**src/rtl/video_pkg.sv**
```systemverilog
// Shared definitions for the video capture/playback paths: pack geometry,
// default frame size and the DMA state encoding.
package video_pkg;

    localparam int NBPACK      = 16;
    localparam int p_WIDTH     = 640;
    localparam int p_HEIGHT    = 480;
    localparam int FRAME_BYTES = p_WIDTH * p_HEIGHT;
    localparam int INT_CYCLES  = 4;

    typedef enum logic [2:0] {
        WAIT_ADDR       = 3'd0,
        READ_FIFO       = 3'd1,
        WB_WRITE        = 3'd2,
        WB_GAP          = 3'd3,
        IMAGE_PROCESSED = 3'd4
    } video_state_t;

endpackage

```
**src/rtl/pixel_packer.sv**
```systemverilog
// Pack buffer for the capture DMA: NBPACK byte registers written one pixel at a
// time, read back as big-endian 32-bit words (lowest pixel index in [31:24]).
module pixel_packer #(
    parameter int NBPACK = 16,
    parameter int PIW    = $clog2(NBPACK),
    parameter int WIW    = (PIW > 2) ? PIW - 2 : 1
) (
    input  logic            clk,
    input  logic            rst_n,
    input  logic            we,
    input  logic [PIW-1:0]  idx,
    input  logic [7:0]      pixel,
    input  logic [WIW-1:0]  word_idx,
    output logic [31:0]     word
);

    logic [7:0]     pack [NBPACK];
    logic [PIW-1:0] base_idx;

    always_ff @(posedge clk or negedge rst_n) begin
        if (!rst_n) begin
            for (int i = 0; i < NBPACK; i++) pack[i] <= '0;
        end else if (we) begin
            pack[idx] <= pixel;
        end
    end

    assign base_idx = PIW'({word_idx, 2'b00});
    assign word = {pack[base_idx],
                   pack[base_idx + PIW'(1)],
                   pack[base_idx + PIW'(2)],
                   pack[base_idx + PIW'(3)]};

endmodule

```
**src/rtl/video_in_write.sv**
```systemverilog
// Video capture DMA: pops FIFO pixels into a pack, writes packs to RAM as 32-bit
// Wishbone writes, pulses interrupt at frame end. Define VIDEO_IN_WRITE_LOCK_EN to
// hold CYC/LOCK across all words of a pack.
//   state           | meaning
//   WAIT_ADDR       | idle, waiting for control bit0 rising edge
//   READ_FIFO       | popping pixels into the pack buffer
//   WB_WRITE        | one word on the bus, waiting for ACK
//   WB_GAP          | one idle bus cycle between words of a pack
//   IMAGE_PROCESSED | frame written, interrupt high
module video_in_write #(
    parameter int NBPACK   = video_pkg::NBPACK,
    parameter int p_WIDTH  = video_pkg::p_WIDTH,
    parameter int p_HEIGHT = video_pkg::p_HEIGHT
) (
    input  logic        clk,
    input  logic        nRST,
    input  logic [31:0] wb_reg_data,
    input  logic [31:0] wb_reg_ctr,
    output logic        interrupt,
    output logic [31:0] p_wb_DAT_O,
    input  logic        p_wb_ACK_I,
    output logic        p_wb_STB_O,
    output logic        p_wb_CYC_O,
    output logic        p_wb_LOCK_O,
    output logic [3:0]  p_wb_SEL_O,
    output logic        p_wb_WE_O,
    output logic [31:0] p_wb_ADR_O,
    input  logic        empty,
    output logic        r_e,
    input  logic [7:0]  pixel_in
);

    import video_pkg::video_state_t;
    import video_pkg::WAIT_ADDR;
    import video_pkg::READ_FIFO;
    import video_pkg::WB_WRITE;
    import video_pkg::WB_GAP;
    import video_pkg::IMAGE_PROCESSED;
    import video_pkg::INT_CYCLES;

    localparam int PIW = $clog2(NBPACK);
    localparam int WIW = (PIW > 2) ? PIW - 2 : 1;
    localparam logic [PIW-1:0] LAST_PIX  = PIW'(NBPACK - 1);
    localparam logic [WIW-1:0] LAST_WORD = WIW'(NBPACK / 4 - 1);
    localparam logic [19:0]    FRAME_LEN = 20'(p_WIDTH * p_HEIGHT);
    localparam logic [1:0]     INT_LAST  = 2'(INT_CYCLES - 1);

    video_state_t   state, state_nxt;
    logic           ctr0_q;
    logic [31:0]    base;
    logic [PIW-1:0] pack_cnt;
    logic [WIW-1:0] word_cnt;
    logic [19:0]    byte_cnt;
    logic [1:0]     int_cnt;
    logic           start;
    logic           pop;
    logic           frame_end;
    logic [31:0]    word;
    logic           unused_bits;

    assign start       = wb_reg_ctr[0] & ~ctr0_q;
    assign pop         = (state == READ_FIFO) & ~empty;
    assign frame_end   = (byte_cnt + 20'd4) == FRAME_LEN;
    assign unused_bits = ^{wb_reg_ctr[31:1], wb_reg_data[1:0]};
    assign p_wb_SEL_O  = 4'hf;

    pixel_packer #(
        .NBPACK (NBPACK),
        .PIW    (PIW),
        .WIW    (WIW)
    ) u_packer (
        .clk      (clk),
        .rst_n    (nRST),
        .we       (pop),
        .idx      (pack_cnt),
        .pixel    (pixel_in),
        .word_idx (word_cnt),
        .word     (word)
    );

    always_ff @(posedge clk or negedge nRST) begin
        if (!nRST) state <= WAIT_ADDR;
        else       state <= state_nxt;
    end

    always_comb begin
        state_nxt = state;
        case (state)
            WAIT_ADDR:       if (start) state_nxt = READ_FIFO;
            READ_FIFO:       if (pop && pack_cnt == LAST_PIX) state_nxt = WB_WRITE;
            WB_WRITE: begin
                if (p_wb_ACK_I) begin
                    if (word_cnt == LAST_WORD)
                        state_nxt = frame_end ? IMAGE_PROCESSED : READ_FIFO;
                    else
                        state_nxt = WB_GAP;
                end
            end
            WB_GAP:          state_nxt = WB_WRITE;
            IMAGE_PROCESSED: if (int_cnt == INT_LAST) state_nxt = WAIT_ADDR;
            default:         state_nxt = WAIT_ADDR;
        endcase
    end

    // Control bit0 is sampled every cycle so a level held high never re-triggers.
    always_ff @(posedge clk or negedge nRST) begin
        if (!nRST) begin
            ctr0_q   <= 1'b0;
            base     <= '0;
            pack_cnt <= '0;
            word_cnt <= '0;
            byte_cnt <= '0;
            int_cnt  <= '0;
        end else begin
            ctr0_q <= wb_reg_ctr[0];
            case (state)
                WAIT_ADDR: begin
                    if (start) begin
                        base     <= {wb_reg_data[31:2], 2'b00};
                        pack_cnt <= '0;
                        word_cnt <= '0;
                        byte_cnt <= '0;
                        int_cnt  <= '0;
                    end
                end
                READ_FIFO: begin
                    if (pop) pack_cnt <= (pack_cnt == LAST_PIX) ? '0 : pack_cnt + 1'b1;
                end
                WB_WRITE: begin
                    if (p_wb_ACK_I) begin
                        byte_cnt <= byte_cnt + 20'd4;
                        word_cnt <= (word_cnt == LAST_WORD) ? '0 : word_cnt + 1'b1;
                    end
                end
                IMAGE_PROCESSED: begin
                    if (int_cnt == INT_LAST) begin
                        int_cnt  <= '0;
                        byte_cnt <= '0;
                    end else begin
                        int_cnt <= int_cnt + 2'd1;
                    end
                end
                default: ;
            endcase
        end
    end

    always_comb begin
        p_wb_STB_O  = 1'b0;
        p_wb_CYC_O  = 1'b0;
        p_wb_LOCK_O = 1'b0;
        p_wb_WE_O   = 1'b0;
        p_wb_ADR_O  = '0;
        p_wb_DAT_O  = '0;
        r_e         = 1'b0;
        interrupt   = 1'b0;
        case (state)
            READ_FIFO: r_e = ~empty;
            WB_WRITE: begin
                p_wb_STB_O = 1'b1;
                p_wb_CYC_O = 1'b1;
                p_wb_WE_O  = 1'b1;
                p_wb_ADR_O = base + {12'd0, byte_cnt};
                p_wb_DAT_O = word;
`ifdef VIDEO_IN_WRITE_LOCK_EN
                p_wb_LOCK_O = 1'b1;
`endif
            end
            WB_GAP: begin
`ifdef VIDEO_IN_WRITE_LOCK_EN
                p_wb_CYC_O  = 1'b1;
                p_wb_LOCK_O = 1'b1;
`endif
            end
            IMAGE_PROCESSED: interrupt = 1'b1;
            default: ;
        endcase
    end

endmodule

```
**config.mk**
```make
export PLATFORM = sky130hd
export DESIGN_NAME = video_in_write
export DESIGN_NICKNAME = d
export VERILOG_FILES = /design/src/rtl/video_pkg.sv /design/src/rtl/pixel_packer.sv /design/src/rtl/video_in_write.sv
export SDC_FILE = /design/constraint.sdc
export NUM_CORES = 1
export LEC_CHECK = 0
export BUFFER_PORTS_ARGS = -buffer_cell sky130_fd_sc_hd__buf_2
export CAP_MARGIN = 0
export CORE_AREA = 8 8 142 144
export CTS_CLUSTER_DIAMETER = 150
export DETAILED_ROUTE_END_ITERATION = 12
export DIE_AREA = 0 0 150 152
export PLACE_DENSITY = 0.85
export SYNTH_ARGS = -nofsm -noshare
export SYNTH_HDL_FRONTEND = slang
export SYNTH_HIERARCHICAL = 1
export SYNTH_SLANG_ARGS = --single-unit
```
**constraint.sdc**
```tcl
create_clock -name clk -period 3.7 [get_ports clk]
set_input_delay 0.74 -clock clk [delete_from_list [all_inputs] [get_ports clk]]
set_output_delay 0.74 -clock clk [all_outputs]
set_load 0.1 [all_outputs]
```
==> run metrics, run 1 <==
Worst EP arrival=2990 ps; WL/cell=21.1 microns; Worst setup EP type=output pin; CP required=roughly 3000 ps; YS warnings=6; crit path launch=byte_cnt[2]$_DFFE_PN0P_; # DRC=0; sequential share of power=0.268; reg2reg end=u_packer/pack[24]$_DFFE_PN0P_; fin util=0.695; global-route wire length before repair=40.2 mm; total power per unit cell area=822 mW/mm^2; critical path class=flip-flop to output pin; worst skew pair latency=450 ps; final worst-path cycle share=1.01; clock sink total=188; Synth Instances=about 850; reg2reg setup slack=950 ps; reg-to-reg startpoint=state[1]$_DFFE_PN0P_; sw frac=0.492; hold buffers post-CTS=0; mean post-synth cell area=approximately 12 sq um; CTS tree=done; CP Depth=12; critical path endpoint=p_wb_ADR_O[20]; final WL=25.6 mm; failing checks=setup timing; initial antenna violation count=0; Clock power frac=0.198; P&R area growth vs syn=21.2%; total power=about 10,000 uW; status=finished with violations; Netlist cell types=73; critical path's slowest cell=dfrtp_2; clock root cell=clkbuf_16; worst path bufs/invs=3; CTS Buf Count=17; Via Count=7,369; FFs w/ async S/R, synth=1.00; cell-by-cell listing of the critical path=ha_4 -> inv_2 -> fa_2 -> nor2b_4 -> o2111ai_4 -> and3_4 -> a211o_1 -> o21ai_2 -> buf_4 -> xnor2_1 -> nor2_2 -> buf_12; setup ws final=-29.5 ps; count of final hold-check violations=0; Min Clock Period, post-route=approximately 3700 ps; num rows=49; Worst Reg-to-Reg Cells=6; level count of the clock H-tree=4; Worst Skew=13.3 ps; P_sw=roughly 5000 uW; vias per cell=6.07; die area=about 0.023 sq mm; cell family with most CP delay=compound AO/OA/AOI/OAI gates; Finish-stage setup viols=2; antenna cells=0; Die Wd=150 microns; max_cap viols=0; Clock Pin Slew Worst Setup and Hold Paths=70 ps; combinational power share=0.534; CTS max path bufs=2; die height=~150 microns; vias in the first global route=approximately 7,400; static leakage=around 0.0057 uW; gr ovfl total=0; sequential cell area fraction in the yosys report=0.462; DR pass1 iterations=6; class of the tightest hold or removal check=primary input to async pin; Initial Util=0.573; CP max stage delay=~390 ps; Final ANT Viol Nets=0; Syn Std Cell Area=0.0102 sq mm; aggregate global-route resource usage=0.224; Peak VDD IR=approximately 1200 uV; largest net degree at the start of global routing=93; Max Slew Vio Count=0; RSZ-0062 raised after global routing=true; Core Area=0.0178 sq mm; relative slew slack=0.500; Iteration-0 DRC Markers=424; RePlAce Congestion=0.909; startpoint types=flip-flop; post-DP HPWL=16.6 mm; Worst Path Max Fanout=3; Total Nets Final=1,072; # port buffers=~110; Yosys reg bits=188; Int Pwr=5160 uW; Achievable Freq=0.268 GHz; slew at the pin closest to its max-slew limit=748 ps; EDFF count, synth=0; share of cells above drive strength 1=0.473; io pins=150; Synth Flop Type=dfrtp_1
-- kinds of logic (layout without fill, tap and decap cells) --
family,count (synthesis),in the layout,share of synthesized area
multiplexers,190,190,0.245
flip-flops,188,188,0.462
other,2,7,0.000737
buffers and inverters,69,195,0.0360
adder cells (fa/ha/maj),24,24,0.0302
XOR/XNOR,28,28,0.0241
AO/OA/AOI/OAI,127,127,0.0821
AND/OR/NAND/NOR,226,226,0.120
-- power by group through the flow --
stage,Clock [uW],Combinational (uW),Sequential (uW)
after floorplan,0,4000,2620
after global placement,0,5090,2710
after detailed placement,0,5150,2740
after CTS,2030,5220,2710
after global routing,2120,5670,2770
final,2010,5420,2720
-- flip-flops by register name, summed over array words and instances, names as in the netlist --
name and cells:
u_packer/pack 128, base 30, word_cnt 2, ctr0_q 1, int_cnt 2, state 3, byte_cnt 18, pack_cnt 4
-- stage by stage --
step                instance area [sq um]  hold slack, ps  setup TNS, ps  instances  setup WS (ps)
floorplan                           10300             444          -52.8        859          -33.7
detailed placement                  11300             474              0       1161            223
CTS                                 12000             380           -263       1195          -76.8
global placement                    11300             464              0       1161            284
finish                              12400             337          -58.5       1214          -29.5
global route                        12400             414           -407       1214           -144
-- Yosys cell counts, types with 3 or more instances --
cell type | n | area [sq um]
o211ai_1 | 4 | 30.0
nand3_1 | 11 | 55.1
a22o_1 | 4 | 35.0
a211oi_1 | 3 | 22.5
buf_2 | 12 | 60.1
a31o_2 | 4 | 35.0
nand2_1 | 48 | 180
mux4_2 | 32 | 721
nand4_1 | 9 | 56.3
a31oi_1 | 5 | 31.3
a21o_1 | 4 | 30.0
nand3b_1 | 4 | 30.0
nor3_1 | 7 | 35.0
inv_1 | 10 | 37.5
nor2_1 | 53 | 199
dfrtp_1 | 188 | 4700
o21ai_0 | 39 | 195
a41oi_1 | 4 | 35.0
o31ai_1 | 4 | 30.0
o2111ai_1 | 4 | 35.0
and2_1 | 38 | 238
o21a_1 | 4 | 30.0
or3_1 | 7 | 43.8
clkbuf_1 | 26 | 97.6
a21oi_1 | 26 | 130
and3_1 | 6 | 37.5
xor2_1 | 21 | 184
and2_2 | 3 | 22.5
ha_1 | 23 | 288
nand2b_1 | 7 | 43.8
o21ai_1 | 3 | 15.0
nor2b_1 | 4 | 25.0
xnor2_1 | 7 | 61.3
buf_4 | 15 | 113
mux2_2 | 156 | 1760
nor2_2 | 10 | 62.6
o22ai_1 | 3 | 18.8
-- layout by cell type (no fill, tap or decap), drive strengths merged, types with 9 or more instances in the layout --
cell type  instances
a21oi             26
and2              42
buf              150
clkbuf            20
dfrtp            188
ha                23
inv               19
mux2             157
mux4              32
nand2             48
nand3             13
nand4             12
nor2              63
nor3               9
o21ai             43
xor2              21
-- timing repair --
item                       CTS  global route
gates cloned                 0             0
pin swaps                    1            24
setup buffers                2            19
gates resized for setup     14            48
setup endpoints to repair   16            19
-- final cells by class --
cell class | instances | area [sq um]
clock buffers | 17 | 425
fillers | 1197 | 5430
inverters | 10 | 37.5
multi-input cells | 602 | 5470
repair buffers | 153 | 1180
well taps | 229 | 287
flip-flops and latches | 188 | 4720
clock inverters | 15 | 236
-- how the worst min path moves through the flow --
stage / start / cells past startpoint / end
global route: nRST / 1 / u_packer/pack[98]$_DFFE_PN0P_
CTS: nRST / 1 / u_packer/pack[1]$_DFFE_PN0P_
floorplan: nRST / 0 / base[10]$_DFFE_PN0P_
finish: nRST / 1 / u_packer/pack[68]$_DFFE_PN0P_
detailed placement: u_packer/pack[38]$_DFFE_PN0P_ / 1 / u_packer/pack[38]$_DFFE_PN0P_
global placement: u_packer/pack[38]$_DFFE_PN0P_ / 1 / u_packer/pack[38]$_DFFE_PN0P_
-- per-layer routing --
layer | up-vias | wire length, microns | global-route usage | share of wire
met1 | 3714 | 10400 | 0.283 | 0.41
li1 | 3330 | - | - | -
met2 | 282 | 12900 | 0.372 | 0.51
met5 | - | 0 | 0 | 0
met4 | 0 | 618 | 0.0781 | 0.024
met3 | 43 | 1560 | 0.0472 | 0.061
Power figures use the tool's default switching activity.
==> run 2: changes to the inputs <==
Settings changed: CORE_AREA 8 8 142 144 to 8 8 160 162, DIE_AREA 0 0 150 152 to 0 0 168 170, PLACE_DENSITY 0.85 to unset.
==> run metrics, run 2 (same netlist as run 1, synthesis figures left out) <==
Die Wd=168 microns (was 150 microns); Via Count=7,033 (was 7,369); RSZ-0062 raised after global routing=true (unchanged); Worst Skew=16.9 ps (was 13.3 ps); initial antenna violation count=0 (unchanged); startpoint types=flip-flop (unchanged); level count of the clock H-tree=4 (unchanged); Initial Util=0.442 (was 0.573); CP max stage delay=380 ps (was 390 ps); class of the tightest hold or removal check=primary input to async pin (unchanged); vias per cell=5.57 (was 6.07); static leakage=0.00565 uW (was 0.00574 uW); clock sink total=188 (unchanged); # DRC=0 (unchanged); final WL=24.3 mm (was 25.6 mm); Worst EP arrival=2920 ps (was 2990 ps); # port buffers=109 (unchanged); WL/cell=19.3 microns (was 21.1 microns); CP required=2960 ps (about the same); Final ANT Viol Nets=0 (unchanged); critical path class=flip-flop to output pin (unchanged); clock root cell=clkbuf_16 (unchanged); status=finished clean (was finished with violations); Fin Hold WS=337 ps (about the same); fillers=1,919 (was 1,197); cell family with most CP delay=compound AO/OA/AOI/OAI gates (unchanged); Finish-stage setup viols=0 (was 2); crit path launch=base[2]$_DFFE_PN0P_ (was byte_cnt[2]$_DFFE_PN0P_); die area=0.0286 sq mm (was 0.0228 sq mm); CTS Buf Count=17 (unchanged); max_cap viols=0 (unchanged); Peak VDD IR=565 uV (was 1150 uV); io pins=150 (unchanged); num rows=56 (was 49); setup ws final=39.5 ps (was -29.5 ps); cell-by-cell listing of the critical path=ha_4 -> inv_2 -> fa_2 -> nor2b_4 -> o2111ai_4 -> and3_4 -> a211o_4 -> o21ai_4 -> nand4_1 -> a21oi_2 -> buf_12 (was ha_4 -> inv_2 -> fa_2 -> nor2b_4 -> o2111ai_4 -> and3_4 -> a211o_1 -> o21ai_2 -> buf_4 -> xnor2_1 -> nor2_2 -> buf_12); Achievable Freq=0.273 GHz (was 0.268 GHz); Iteration-0 DRC Markers=532 (was 424); dpl ws=226 ps (was 223 ps); largest net degree at the start of global routing=92 (was 93); Worst Path Max Fanout=3 (unchanged); Worst setup EP type=output pin (unchanged); P&R area growth vs syn=20.6% (was 21.2%); Min Clock Period, post-route=3660 ps (was 3730 ps); Core Area=0.0231 sq mm (was 0.0178 sq mm); final worst-path cycle share=0.989 (was 1.01); RePlAce Congestion=0.842 (was 0.909); biggest regs=u_packer/pack: 128 flops, base: 30 flops, byte_cnt: 18 flops (unchanged); reg2reg end=byte_cnt[9]$_DFFE_PN0P_ (was u_packer/pack[24]$_DFFE_PN0P_); die height=170 microns (was 152 microns); commonest non-fill, non-tap cell in the layout=dfrtp_1 (unchanged); Clock Pin Slew Worst Setup and Hold Paths=80 ps (was 70 ps); CP Depth=11 (was 12); antenna cells=0 (unchanged); Total Nets Final=1,060 (was 1,072); slew at the pin closest to its max-slew limit=787 ps (was 748 ps); reg-to-reg startpoint=state[1]$_DFFE_PN0P_ (unchanged); DR pass1 iterations=4 (was 6); count of final hold-check violations=0 (unchanged); multi-input logic area=0.00546 sq mm (was 0.00547 sq mm); Max Slew Vio Count=0 (unchanged); CTS tree=done (unchanged); fin util=0.533 (was 0.695); post-DP HPWL=16.6 mm (about the same); aggregate global-route resource usage=0.173 (was 0.224); gr ovfl total=0 (unchanged); reg2reg setup slack=1050 ps (was 950 ps); CTS max path bufs=2 (unchanged); total power per unit cell area=808 mW/mm^2 (was 822 mW/mm^2); Largest Register=u_packer/pack (unchanged); max reg flops=128 (unchanged); Worst Reg-to-Reg Cells=6 (unchanged); critical path's slowest cell=dfrtp_1 (was dfrtp_2); relative slew slack=0.474 (was 0.500); share of cells above drive strength 1=0.464 (was 0.473); hold buffers post-CTS=0 (unchanged); worst skew pair latency=440 ps (was 450 ps); Sequential Area=0.00472 sq mm (unchanged); most frequent cells in the layout=179 x dfrtp_1, 156 x mux2_2, 87 x buf_2 (unchanged); vias in the first global route=7,245 (was 7,446); global-route wire length before repair=39.4 mm (was 40.2 mm); worst path bufs/invs=2 (was 3)
-- run 2: cell count changes in the layout (fill, tap and decap cells not counted), moves of 2 or more --
cell	delta
ha_2	+2
ha_1	-2
bufinv_16	-2
o21ai_2	-3
o21ai_0	+4
inv_12	-2
clkinv_4	+2
buf_12	+2
o21ai_1	-2
buf_4	-13
-- run 2: metrics by stage --
step	std cells	setup TNS (ps)	power, uW	instance area (sq um)
6_report	1263	0	9930	12300
3_5_place_dp	1222	0	7930	11400
2_1_floorplan	859	-52.8	6630	10300
3_3_place_gp	1222	0	7890	11400
4_1_cts	1259	-77.7	9880	12100
5_1_grt	1263	-258	10400	12300
-- run 2: report_power, final --
group | leakage, uW | switching [uW] | total (uW) | internal, uW
clock network | 0.000293 | 939 | 1860 | 923
logic | 0.00285 | 3670 | 5350 | 1680
registers | 0.00251 | 329 | 2710 | 2390
total | 0.00565 | 4940 | 9930 | 4990
-- run 2: cell type report --
| cell class | count | area share |
|---|---|---|
| sequential | 188 | 0.384 |
| clock buffer | 17 | 0.0346 |
| timing repair buffer | 141 | 0.0903 |
| clock inverter | 15 | 0.0151 |
| multi-input combinational | 602 | 0.444 |
| tap | 290 | 0.0295 |
| inverter | 10 | 0.00305 |
-- run 2: worst max-delay path by stage --
stage | slack, ps | endpoint
6_report | 40 | p_wb_ADR_O[22]
5_1_grt | -100 | p_wb_ADR_O[22]
4_1_cts | -80 | p_wb_ADR_O[22]
3_5_place_dp | 230 | p_wb_ADR_O[22]
3_3_place_gp | 240 | p_wb_ADR_O[22]
2_1_floorplan | -30 | p_wb_ADR_O[22]
-- run 2: routing by layer --
layer | part of all wire | GRT usage | up-vias
li1 | - | - | 3294
met1 | 0.46 | 0.226 | 3553
met2 | 0.48 | 0.286 | 166
met3 | 0.042 | 0.0378 | 20
met4 | 0.017 | 0.0528 | 0
met5 | 0 | 0 | -
-- run 2: timing repair --
item                       4_1_cts  5_1_grt
pin swaps                        3       14
setup endpoints to repair        9       15
buffers inserted                 5        4
gates resized for setup         19       31
==> run 3: changes to the inputs <==
Settings changed: CAP_MARGIN 0 to unset, PLACE_DENSITY set to 0.63.
==> run metrics, run 3 (same netlist as run 1, synthesis figures left out) <==
hold buffers post-CTS=0 (unchanged); total power=10,000 uW (was 9930 uW); die area=0.0286 sq mm (unchanged); relative slew slack=0.507 (was 0.474); fin util=0.534 (was 0.533); final worst-path cycle share=0.992 (was 0.989); cell-by-cell listing of the critical path=ha_4 -> inv_2 -> fa_2 -> nor2b_4 -> o2111ai_2 -> and3_4 -> a211o_4 -> o21ai_4 -> nand4_1 -> a21oi_2 -> buf_12 (was ha_4 -> inv_2 -> fa_2 -> nor2b_4 -> o2111ai_4 -> and3_4 -> a211o_4 -> o21ai_4 -> nand4_1 -> a21oi_2 -> buf_12); Clock Pin Slew Worst Setup and Hold Paths=90 ps (was 80 ps); Initial Util=0.442 (unchanged); setup ws final=29.7 ps (was 39.5 ps); Finish-stage setup viols=0 (unchanged); dpl ws=249 ps (was 226 ps); CTS tree=done (unchanged); critical path class=flip-flop to output pin (unchanged); RSZ-0062 raised after global routing=true (unchanged); die height=170 microns (unchanged); Worst setup EP type=output pin (unchanged); class of the tightest hold or removal check=primary input to async pin (unchanged); # DRC=0 (unchanged); sw frac=0.498 (about the same); Clock power frac=0.199 (was 0.188); startpoint types=flip-flop (unchanged); post-DP HPWL=16.4 mm (was 16.6 mm); static leakage=0.00565 uW (about the same); num rows=56 (unchanged); clock root cell=clkbuf_16 (unchanged); Peak VDD IR=648 uV (was 565 uV); fillers=1,983 (was 1,919); Largest Register=u_packer/pack (unchanged); Worst EP arrival=2930 ps (was 2920 ps); max reg flops=128 (unchanged); max_cap viols=0 (unchanged); Final ANT Viol Nets=0 (unchanged); CP required=2960 ps (about the same); Non-Filler Instances=1,261 (was 1,263); Iteration-0 DRC Markers=419 (was 532); share of cells above drive strength 1=0.470 (was 0.464); antenna cells=0 (unchanged); Worst Path Max Fanout=3 (unchanged); Worst Skew=20.5 ps (was 16.9 ps); Achievable Freq=0.272 GHz (was 0.273 GHz); RePlAce Congestion=0.836 (was 0.842); CTS Buf Count=17 (unchanged); gr ovfl total=0 (unchanged); Int Pwr=5030 uW (was 4990 uW); count of final hold-check violations=0 (unchanged); Via Count=6,992 (was 7,033); worst skew pair latency=450 ps (was 440 ps); slew at the pin closest to its max-slew limit=738 ps (was 787 ps); biggest regs=u_packer/pack: 128 flops, base: 30 flops, byte_cnt: 18 flops (unchanged); critical path's slowest cell=dfrtp_1 (unchanged); Max Slew Vio Count=0 (unchanged); cell family with most CP delay=compound AO/OA/AOI/OAI gates (unchanged); initial antenna violation count=0 (unchanged); largest net degree at the start of global routing=80 (was 92); P&R area growth vs syn=20.8% (was 20.6%); Die Wd=168 microns (unchanged); DR pass1 iterations=4 (unchanged); global-route wire length before repair=38.8 mm (was 39.4 mm); Post-Place Cells=1,220 (was 1,222); Core Area=0.0231 sq mm (unchanged); commonest non-fill, non-tap cell in the layout=dfrtp_1 (unchanged); P_sw=5000 uW (was 4940 uW); io pins=150 (unchanged); Min Clock Period, post-route=3670 ps (was 3660 ps); aggregate global-route resource usage=0.171 (was 0.173); status=finished clean (unchanged); Total Nets Final=1,058 (was 1,060); vias per cell=5.54 (was 5.57); CTS max path bufs=2 (unchanged); total power per unit cell area=814 mW/mm^2 (was 808 mW/mm^2); vias in the first global route=7,230 (was 7,245); CP max stage delay=400 ps (was 380 ps); most frequent cells in the layout=177 x dfrtp_1, 156 x mux2_2, 86 x buf_2 (was 179 x dfrtp_1, 156 x mux2_2, 87 x buf_2); sequential share of power=0.270 (was 0.273); final WL=24.0 mm (was 24.3 mm); WL/cell=19.1 microns (was 19.3 microns); # port buffers=109 (unchanged); worst path bufs/invs=2 (unchanged); combinational power share=0.531 (was 0.539); clock sink total=188 (unchanged); level count of the clock H-tree=4 (unchanged)
-- run 3: cell count changes in the layout (fill, tap and decap cells not counted), sizes merged --
| cell | change |
|---|---|
| clkbuf | +1 |
| buf | -3 |
| clkinv | -6 |
| clkinvlp | -1 |
| inv | +7 |
-- run 3: cell type report --
class	instances	area [sq um]	area share
timing repair buffer	139	1090	0.0884
inverter	10	37.5	0.00305
multi-input combinational	602	5460	0.443
clock inverter	15	224	0.0182
clock buffer	17	425	0.0346
tap	290	363	0.0295
sequential	188	4720	0.383
-- run 3: worst reg2reg max path: stages (launching register included) --
cell,delay (ps)
dfrtp_1,460
inv_1,120
or3_1,330
inv_1,350
buf_12,270
nand2_1,470
o41ai_1,540
-- run 3: path summary, 6_finish.rpt --
path	from	endpoint	slack [ps]	cells after the start
worst max-delay path	base[2]$_DFFE_PN0P_	p_wb_ADR_O[22]	30	11
worst min-delay path	nRST	base[19]$_DFFE_PN0P_	300	1
worst max register to register	state[1]$_DFFE_PN0P_	byte_cnt[16]$_DFFE_PN0P_	1030	6
worst min register to register	u_packer/pack[61]$_DFFE_PN0P_	u_packer/pack[61]$_DFFE_PN0P_	510	1
max in group asynchronous	nRST	u_packer/pack[82]$_DFFE_PN0P_	2450	2
min in group clk	wb_reg_ctr[0]	ctr0_q$_DFF_PN0_	430	1
-- run 3: power groups by stage --
stage	registers (uW)	clock network, uW	logic, uW
after CTS	2700	2040	5250
final	2700	1990	5320
after floorplan	2620	0	4000
after detailed placement	2730	0	5160
after global routing	2760	2130	5610
after global placement	2720	0	5120
-- run 3: what timing repair did --
item / in CTS / in global routing
endpoints found under the setup margin: 10 / 18
pin swaps: 4 / 22
setup buffers: 5 / 4
resized for setup: 20 / 43
-- run 3: routing by layer --
layer,GRT usage,up-vias,part of all wire
li1,-,3294,-
met1,0.220,3535,0.46
met2,0.286,145,0.48
met3,0.0419,18,0.045
met4,0.0400,0,0.014
met5,0,-,0
-- run 3: per-stage QoR --
stage | hold WS (ps) | instance area, sq um | setup TNS (ps)
3_3_place_gp | 472 | 11300 | 0
4_1_cts | 335 | 12100 | -60.3
5_1_grt | 357 | 12300 | -444
6_report | 300 | 12300 | 0
2_1_floorplan | 444 | 10300 | -52.8
3_5_place_dp | 488 | 11300 | 0
